$ cat src/rtl/delay_stats.sv
// Delay statistics: accumulates N=2^LOG2N samples, then latches avg/var/min/max.
// Variance path is built only when DELAY_STATS_VAR_EN is defined.
module delay_stats #(
  parameter int W     = 16,
  parameter int LOG2N = 10
) (
  input  logic             clk16M,
  input  logic             rstbt,
  input  logic             start,
  input  logic             cont,
  input  logic [W-1:0]     sample,
  input  logic             sample_valid,
  input  logic [1:0]       sel,
  output logic             busy,
  output logic             done,
  output logic [W-1:0]     result,
  output logic             var_ovf,
  output logic [LOG2N:0]   count
);

  localparam int SW = W + LOG2N;
  localparam int W2 = 2 * W;
  localparam logic [LOG2N:0] LAST = (LOG2N+1)'((1 << LOG2N) - 1);

  typedef enum logic [1:0] {IDLE, ACCUM, CALC, DONE} state_t;

  state_t          state_q;
  logic            busy_q, done_q;
  logic [SW-1:0]   sum_q, sum_d;
  logic [LOG2N:0]  cnt_q, cnt_d;
  logic [W-1:0]    min_q, min_d, max_q, max_d;
  logic [W-1:0]    avg_l_q, min_l_q, max_l_q, result_q, result_d;
  logic [W-1:0]    var_val;
  logic            ovf_val;
  logic            clr, acc;

  assign clr = start ? (state_q != CALC) : (state_q == DONE && cont);
  assign acc = (state_q == ACCUM) && sample_valid && !start;

  always_comb begin
    sum_d = sum_q;
    cnt_d = cnt_q;
    min_d = min_q;
    max_d = max_q;
    if (clr) begin
      sum_d = '0;
      cnt_d = '0;
      min_d = '1;
      max_d = '0;
    end else if (acc) begin
      sum_d = sum_q + SW'(sample);
      cnt_d = cnt_q + 1'b1;
      min_d = (sample < min_q) ? sample : min_q;
      max_d = (sample > max_q) ? sample : max_q;
    end
  end

`ifdef DELAY_STATS_VAR_EN
  logic [W2+LOG2N-1:0] sqsum_q, sqsum_d;
  logic [2*SW-1:0]     sum_sq;
  logic [W2-1:0]       sample_sq, v;
  logic [W-1:0]        var_l_q, var_calc;
  logic                ovf_l_q, ovf_calc;

  always_comb begin
    sample_sq = W2'(sample) * W2'(sample);
    sqsum_d   = sqsum_q;
    if (clr)      sqsum_d = '0;
    else if (acc) sqsum_d = sqsum_q + (W2+LOG2N)'(sample_sq);
    sum_sq    = (2*SW)'(sum_q) * (2*SW)'(sum_q);
    v         = W2'(sqsum_q >> LOG2N) - W2'(sum_sq >> (2*LOG2N));
    ovf_calc  = |v[W2-1:W];
    var_calc  = ovf_calc ? '1 : v[W-1:0];
  end

  always_ff @(posedge clk16M) begin
    if (rstbt) begin
      sqsum_q <= '0;
      var_l_q <= '0;
      ovf_l_q <= 1'b0;
    end else begin
      sqsum_q <= sqsum_d;
      if (state_q == CALC) begin
        var_l_q <= var_calc;
        ovf_l_q <= ovf_calc;
      end
    end
  end

  assign var_val = var_l_q;
  assign ovf_val = ovf_l_q;
`else
  assign var_val = '0;
  assign ovf_val = 1'b0;
`endif

  always_comb begin
    case (sel)
      2'd0:    result_d = avg_l_q;
      2'd1:    result_d = var_val;
      2'd2:    result_d = min_l_q;
      default: result_d = max_l_q;
    endcase
  end

  always_ff @(posedge clk16M) begin
    if (rstbt) begin
      state_q <= IDLE;
      busy_q  <= 1'b0;
      done_q  <= 1'b0;
    end else begin
      case (state_q)
        IDLE: if (start) begin
          state_q <= ACCUM;
          busy_q  <= 1'b1;
        end
        ACCUM: if (acc && cnt_q == LAST) state_q <= CALC;
        CALC: begin
          state_q <= DONE;
          busy_q  <= 1'b0;
          done_q  <= 1'b1;
        end
        default: begin
          done_q <= 1'b0;
          if (cont || start) begin
            state_q <= ACCUM;
            busy_q  <= 1'b1;
          end else begin
            state_q <= IDLE;
          end
        end
      endcase
    end
  end

  // Latched stats survive restarts; only the CALC->DONE edge or reset touches them.
  always_ff @(posedge clk16M) begin
    if (rstbt) begin
      sum_q    <= '0;
      cnt_q    <= '0;
      min_q    <= '0;
      max_q    <= '0;
      avg_l_q  <= '0;
      min_l_q  <= '0;
      max_l_q  <= '0;
      result_q <= '0;
    end else begin
      sum_q    <= sum_d;
      cnt_q    <= cnt_d;
      min_q    <= min_d;
      max_q    <= max_d;
      result_q <= result_d;
      if (state_q == CALC) begin
        avg_l_q <= W'(sum_q >> LOG2N);
        min_l_q <= min_q;
        max_l_q <= max_q;
      end
    end
  end

  assign busy    = busy_q;
  assign done    = done_q;
  assign result  = result_q;
  assign var_ovf = ovf_val;
  assign count   = cnt_q;

endmodule

$ cat config.mk
export PLATFORM = sky130hd
export DESIGN_NAME = delay_stats
export DESIGN_NICKNAME = d
export VERILOG_FILES = /design/src/rtl/delay_stats.sv
export SDC_FILE = /design/constraint.sdc
export NUM_CORES = 1
export LEC_CHECK = 0
export BUFFER_PORTS_ARGS = -buffer_cell sky130_fd_sc_hd__buf_2
export CAP_MARGIN = 20
export CORE_UTILIZATION = 30
export CTS_CLUSTER_DIAMETER = 120
export CTS_CLUSTER_SIZE = 40
export DETAILED_ROUTE_END_ITERATION = 10
export PLACE_DENSITY = 0.51
export SKIP_CTS_REPAIR_TIMING = 1
export SYNTH_ARGS = -nofsm -noshare
export SYNTH_HDL_FRONTEND = slang
export SYNTH_SLANG_ARGS = --single-unit
$ cat constraint.sdc
create_clock -name clk16M -period 2.9 [get_ports clk16M]
set_input_delay 0.145 -clock clk16M [delete_from_list [all_inputs] [get_ports clk16M]]
set_output_delay 0.145 -clock clk16M [all_outputs]
set_load 0.1 [all_outputs]
* Word level (Yosys, flattened, before mapping)
Index checks and enable logic that the tools add are counted.
** Cells by class
- Reduce and logical (&&, ||, !) cells :: 17
- Muxes and demuxes :: 13
- Bitwise gates (word level) :: 1
- $add $sub $neg :: 2
- Eq/ne operators :: 9
- Order comparisons :: 2
** Operators by type and width (count)
- $mux W16 :: 3
- $pmux W16 S3 :: 1
- $add A26 B16 Y26 :: 1
- $gt A16 B16 Y1 :: 1
- $lt A16 B16 Y1 :: 1
- $add A11 B1 Y11 const B :: 1
- $eq A11 B10 Y1 const B :: 1
- $eq A2 B2 Y1 const B :: 3
- $pmux W2 S3 :: 1
- $reduce_and A2 Y1 :: 3
- $eq A2 B1 Y1 const B :: 2
- $logic_and A1 B1 Y1 :: 4
- $logic_not A2 Y1 :: 2
- $mux W1 :: 4
- $mux W2 :: 2
- $ne A2 B2 Y1 const B :: 2
- $reduce_bool A2 Y1 :: 2
- $reduce_or A2 Y1 :: 2
- $pmux W1 S3 :: 1
- $reduce_and A3 Y1 :: 1
- $reduce_bool A3 Y1 :: 1
- $ne A2 B1 Y1 const B :: 1
- $pmux W1 S2 :: 1
- $logic_not A1 Y1 :: 1
- other kinds (2) :: 2
** Word-level totals
- Bits in registers :: 137
- Logic and storage cells :: 55
- Output and inout port bits :: 30

* Depth between registers and ports, before layout
Gate-level depths: netlist of the first run.
- Depth in word-level cells :: 6
- Gate-level depth with buffers :: 11
- Gate-level depth less buffers :: 10

* Worst setup path before layout of the first run
No wires, ideal clock.
- Kind :: register -> register
- From :: reg cnt_q[0] (netlist: count[0])
- To :: reg state_q[0]
- Cell stages (with the launch flop) :: 8
- Data arrival time :: 2364 ps
- Path buffers :: 0
- Period minus slack after synthesis :: 2434 ps
- Data required time :: 2829 ps
- Slack :: 466 ps
- Cells stage by stage :: dfxtp_1 -> ha_1 -> nand4_4 -> nor2_4 -> nand4b_2 -> a21o_1 -> a211o_1 -> a21oi_1
** Between the ends
- Word-level cells in the longest chain between the ends :: 4
** Ends and longest elaborated chain
- from (decl) :: RTL line 30 : logic [LOG2N:0] cnt_q, cnt_d;
- from (signal assigned) :: RTL line 149 : cnt_q <= cnt_d;
- $eq A11 B10 Y1 :: RTL line 117 : ACCUM: if (acc && cnt_q == LAST) state_q <= CALC;
- $logic_and A1 B1 Y1 :: RTL line 117
- $ne A2 B1 Y1 (no source line)
- $reduce_and A2 Y1 (no source line)
- to (signal assigned) :: RTL line 114 : state_q <= ACCUM;
- to (signal assigned) :: RTL line 117
- to (signal assigned) :: RTL line 119 : state_q <= DONE;
- to (decl) :: RTL line 27 : state_t state_q;
No other way between the ends.
A chain may end at the register's enable or synchronous reset.

* Worst setup path after layout of the first run
- From :: reg sum_q[0]
- To :: reg sum_q[20]
** Between the ends
- Word-level cells in the longest chain between the ends :: 1
** Ends and longest elaborated chain
- from (decl) :: RTL line 29 : logic [SW-1:0] sum_q, sum_d;
- from (signal assigned) :: RTL line 148 : sum_q <= sum_d;
- $add A26 B16 Y26 :: RTL line 51 : sum_d = sum_q + SW'(sample);
No other way between the ends.

==> results.md, run 1 <==
* Die Span Y at roughly 150 um
* Fillers at about 2400
* Final setup fails at 0
* Root Driver: clkbuf_16
* Detail Placement HPWL at 12500 um
* Area delta synth->final at 16.1%
* Slew Viols, Final at 0
* Hold Crit Class: in2reg
* Residual DRC at 0
* Fin crit share at 82.5%
* DIE WIDTH at roughly 150 um
* GRT Residual Overflow at 0
* Most common cell after layout, fill and taps aside: dfxtp_1
* Total power at 5.32 mW
* Leakage at between 3 and 4 nW
* CTS Sinks at 137
* Sequential share of the synthesized area at approximately two fifths
* Setup TNS at 0 ns
* Setup crit end kind: register
* DR vias/cell at approximately 4.7
* CP endpoint: sum_q[20]
* Synthesized cell area at about 7000 um2
* Final wirelength at roughly 17000 um
* Most Crowded Layer GR: met2
* Vias in the first global route at 5227
* Relative slew slack at approximately 40%
* Row count at 55
* H-tree depth at 4
* FFs w/ async S/R, synth at 0%
* Most area-consuming cells after synthesis: dfxtp_1, mux2i_1, ha_1, nor2_1, a21oi_1
* Hold depth at 3
* Critical path origin: sum_q[0]
* Share of layout cells above drive strength 1 at between 10 and 15%
* Inserted Clock Buffers at 17
* Synth warn at 0
* WS Path Type: reg2reg
* Worst Path Max Fanout at 4
* Least-Margin Pin Slew at roughly 0.90 ns
* Average size of a mapped cell at approximately 9 um2
* Met1 Usage GRT at 22.1%
* Initial drt markers at 316
* First-pass GRT wire length at between 20000 and 30000 um
* Met2 Use GR at 23.0%
* Yosys reg bits at 137
* Ant. Diodes at 0
* Tmin final at 2.39 ns
* Worst Setup Start Kind: register
* Largest net degree at the start of global routing at between 50 and 60
* Tot GR Track Use at between 10% and 20%
* Inst Count DP at 1134
* R2r worst-path depth at 10
* Final Instance Count excl. Fillers at around 1200
* Status: completed
* Via count at around 5500
* IO Pins at 53
* Final Hold Vio Count at 0
* Synth area leader: dfxtp_1
* Core ar. at approximately 23000 um2
* Final Skew at roughly 0.0094 ns
* Top_reg_cell synth: dfxtp_1
* Worst-Skew Late Latency at roughly 0.42 ns
* Worst Path Required at between 3 and 4 ns
* CTS clk-pin slew, worst paths at approximately 0.060 ns
* Most frequent cells in the layout: dfxtp_1, nor2_1, mux2i_1
* Worst VDD drop at about 0.4 mV
* Peak Freq at between 0.4 and 0.5 GHz
* EDFF count, synth at 0
* Port buffer count at 51
* Mapped Nets at 878
* Reg2reg start: sum_q[0]
* Final antenna-violating net count at 0
* Initial antenna violation count at 0
* Clock Tree Buf Depth at 2
* Worst Path Arrival at between 2 and 3 ns
* Layout net count at between 900 and 1000
* Starting Density at 30.8%
* Area share of the largest cell type after synthesis at approximately 40%
* RSZ-0062 raised after global routing: false
* GR Util met3 at between 2 and 3%
* Max Cap Violations at 0
* Power per standard cell area at about 650 nW/um2
* Die Area at 24000 um2
* Worst r2r dst: sum_q[20]
* CTS tree: yes
* Finished Core Util at 35.7%
* Final hold slack at 0.00888 ns
* Netlist cell types at between 50 and 60
* Wire length per cell at ~15 um
* Routability cong. at between 0.8 and 0.9
* First-pass DRT Iterations at 4
* R2r setup slk at 0.51 ns
* Synth Instances at 801
==> worst min-delay path by stage <==
stage,end,start,slack (ns)
finish,max_q[0],sample[0],0.009
global route,max_q[0],sample[0],0.01
CTS,max_q[0],sample[0],-0.004
detailed placement,max_q[0],sample[0],0.44
global placement,max_q[0],sample[0],0.42
floorplan,max_q[0],sample[0],0.28
==> report_power, final <==
| part | switching, mW | total [mW] | internal [mW] |
|---|---|---|---|
| clock | 0.890 | 2.08 | 1.19 |
| combinational | 0.730 | 1.16 | 0.431 |
| sequential | 0.0765 | 2.07 | 2.00 |
==> critical path, cell delays in order, from the launching register on <==
cell	delay, ns
dfxtp_1	0.33
ha_1	0.16
inv_1	0.05
fa_1	0.39
nand2b_1	0.18
a21o_1	0.18
a31o_2	0.23
o21ai_2	0.20
a2111oi_4	0.11
or3_1	0.35
a21oi_1	0.13
==> through the flow <==
stage / instance area [um2] / setup WS, ns
6_report: 8130 / 0.508
5_1_grt: 8130 / 0.341
4_1_cts: 8130 / 0.503
3_5_place_dp: 7570 / 0.538
3_3_place_gp: 7570 / 0.525
2_1_floorplan: 7010 / 0.466
==> cell type report <==
type / count / area [um2] / area share [%]
clock inverter: 15 / 141 / 1.74
inverter: 38 / 143 / 1.75
multi-input combinational: 582 / 3940 / 48.4
timing repair buffer: 64 / 353 / 4.34
sequential: 137 / 2740 / 33.7
clock buffer: 17 / 425 / 5.23
tap: 313 / 392 / 4.82
==> cells in the mapped netlist (3+ instances only) <==
cell      instances
nand4_1          11
buf_1            12
o21ai_0          19
o31ai_1          16
dfxtp_1         137
buf_6             3
ha_1             53
and3_1            7
mux2i_1          84
a21oi_1          73
a211o_1           3
a21o_1            5
nand3_1          39
o211ai_1          3
nand2b_1          7
nand2_1          53
o21a_1            4
a22oi_1           4
nor2_1          125
inv_1            38
clkbuf_1         27
xnor2_1          11
and2_1            4
nor3_1            4
xor2_1           15
nor2b_1           5
a211oi_1          4
==> metal layers <==
metal	vias to the layer above	routed length, um	share of wire [%]
li1	2873	-	-
met3	7	729	4.2
met2	88	7380	43
met1	2560	9140	53
met5	-	0	0
met4	0	108	0.62
==> sequential cells by signal, indices dropped and copies added (netlist names) <==
register,count
avg_l_q,16
busy,1
count,11
done,1
max_l_q,16
max_q,16
min_l_q,16
min_q,16
result,16
state_q,2
sum_q,26
==> cell families after synthesis <==
group,after synthesis,synth area share [%]
and+or+nand+nor,266,17.3
AOI/OAI and AO/OA,149,13.3
DFF,137,39.1
muxes,86,12.3
buffers and inverters,82,4.79
adders and majority gates,54,9.75
xor gates and xnor gates,26,3.25
other,1,0.0535
(Power assumes the default switching activity.)
==> run 2, diff against run 1 <==
--- a/config.mk
+++ b/config.mk
@@ -11,7 +11,7 @@
 export CTS_CLUSTER_DIAMETER = 120
 export CTS_CLUSTER_SIZE = 40
 export DETAILED_ROUTE_END_ITERATION = 10
-export PLACE_DENSITY = 0.51
+export PLACE_DENSITY = 0.52
 export SKIP_CTS_REPAIR_TIMING = 1
 export SYNTH_ARGS = -nofsm -noshare
 export SYNTH_HDL_FRONTEND = slang
==> constraint.sdc (replaced) <==
create_clock -name clk16M -period 2.2 [get_ports clk16M]
set_input_delay 0.11 -clock clk16M [delete_from_list [all_inputs] [get_ports clk16M]]
set_output_delay 0.11 -clock clk16M [all_outputs]
set_load 0.1 [all_outputs]
==> results.md, run 2 (synthesis gave the netlist of run 1 again) <==
* Status: finished with violations
* Violated checks: negative setup slack
* Setup crit end kind: register
* Comb pwr share at a little under a quarter
* Final antenna-violating net count at 0
* Most frequent cells in the layout: dfxtp_1, nor2_1, mux2i_1
* RSZ-0062 raised after global routing: true
* Core ar. at around 23000 um2
* CTS tree: yes
* Largest net degree at the start of global routing at 84
* Final Hold Vio Count at 0
* Vias in the first global route at between 5000 and 6000
* Area delta synth->final at 25.8%
* DR vias/cell at 4.76
* Largest reg by FF count: sum_q
* Share of layout cells above drive strength 1 at between 20% and 30%
* Switching pwr at between 2 and 2.5 mW
* Hold_sp: sample[3]
* Worst Path Required at ~2.6 ns
* Total power at approximately 7.4 mW
* Final setup fails at 2
* Least-Margin Pin Slew at roughly 0.53 ns
* Layout net count at around 960
* Fillers at 2368
* CTS Sinks at 137
* Pre-CTS setup slack at -0.151 ns
* Inserted Clock Buffers at 17
* Tot GR Track Use at about 16%
* IO Pins at 53
* Die Area at around 24000 um2
* Sw frac at around a third
* Internal at a little over 5 mW
* Port buffer count at around 50
* Sequence of cells on the critical path: ha_4 -> inv_2 -> fa_2 -> nand2b_4 -> a21o_1 -> a31o_4 -> o21ai_4 -> a2111oi_4 -> and4b_1 -> mux2i_1
* Critical path origin: sum_q[0]
* Largest register FFs at 26
* Initial drt markers at 288
* Routability cong. at between 0.8 and 0.9
* GRT Residual Overflow at 0
* Slew Viols, Final at 0
* Final wirelength at 18200 um
* Fin crit share at 101%
* First-pass GRT wire length at between 20000 and 30000 um
* Ant. Diodes at 0
* Max Cap Violations at 0
* Starting Density at 30.8%
* CTS clk-pin slew, worst paths at approximately 0.060 ns
* Clock Tree Buf Depth at 2
* Seq pwr share at 36.8%
* Reg2reg start: sum_q[0]
* H-tree depth at 4
* Row count at 55
* Initial antenna violation count at 0
* Wire length per cell at 15.0 um
* Residual DRC at 0
* Critical Path Slowest Stage Cell: dfxtp_2
* Leakage at about 3.6 nW
* CP top delay family: compound AO/OA/AOI/OAI gates
* Via count at ~5800
* Worst-Skew Late Latency at 0.43 ns
* Worst Path Max Fanout at 4
* Power per standard cell area at about 840 nW/um2
* Peak Freq at between 0.4 and 0.5 GHz
* Worst VDD drop at approximately 0.54 mV
* Root Driver: clkbuf_16
* Most common cell after layout, fill and taps aside: dfxtp_1
* Clk pwr share at between 30% and 40%
* Tmin final at approximately 2.2 ns
* Slowest stage delay, CP at around 0.35 ns
* Hold Crit Class: in2reg
* First-pass DRT Iterations at 5
* WS Path Type: reg2reg
* Detail Placement HPWL at around 13000 um
* Final Skew at roughly 0.012 ns
* Die Span Y at 155 um
* PnR worst setup slack at -0.0205 ns
* CP Buf/Inv Count at 1
* Worst Path Arrival at about 2.6 ns
* Relative slew slack at about two thirds
* Worst Setup Start Kind: register
* DIE WIDTH at between 150 and 200 um
run 2: per-layer routing:
layer / track usage (%) / up-vias / share of wire [%]
met5: 0 / - / 0
met4: 5.04 / 0 / 1.5
met3: 3.64 / 22 / 3.7
met2: 23.6 / 103 / 43
met1: 22.5 / 2691 / 52
li1: - / 2951 / -
run 2: worst paths after layout:
kind | end | slack (ns) | cells past startpoint
worst max-delay path | sum_q[24] | -0.02 | 10
worst max register to register | sum_q[24] | -0.02 | 10
worst min register to register | sum_q[4] | 0.45 | 2
worst min-delay path | max_q[3] | 0.03 | 3
run 2: worst min-delay path, cell delays in order:
cell     delay (ns)
buf_2          0.15
nand3_1        0.08
o31ai_1        0.06
run 2: final cells by class:
class	instances	area [um2]	area share, %
clock buffers	19	443	5.03
clock inverters	13	156	1.77
inverters	38	143	1.62
multi-input cells	582	4170	47.3
flip-flops and latches	137	2760	31.3
well taps	313	392	4.44
repair buffers	110	752	8.53
run 2: power by group through the flow:
stage          Combinational, mW  Sequential (mW)  Clock [mW]
2_1_floorplan               1.09             2.87           0
3_3_place_gp                1.68             2.77           0
3_5_place_dp                1.69             2.78           0
4_1_cts                     1.70             2.72        2.98
5_1_grt                     1.96             2.75        3.09
6_report                    1.77             2.73        2.92
run 2: per-stage QoR:
step | instance area, um2 | cells | util [%] | TNS [ns] | hold WS [ns]
2_1_floorplan | 7030 | 801 | - | 0 | 0.240
3_3_place_gp | 7940 | 1174 | 34.8 | -0.288 | 0.405
3_5_place_dp | 7940 | 1174 | 34.8 | -0.434 | 0.401
4_1_cts | 8540 | 1206 | 37.5 | -0.540 | -0.0457
5_1_grt | 8810 | 1212 | 38.7 | -0.370 | 0.0289
6_report | 8810 | 1212 | 38.7 | -0.0347 | 0.0291
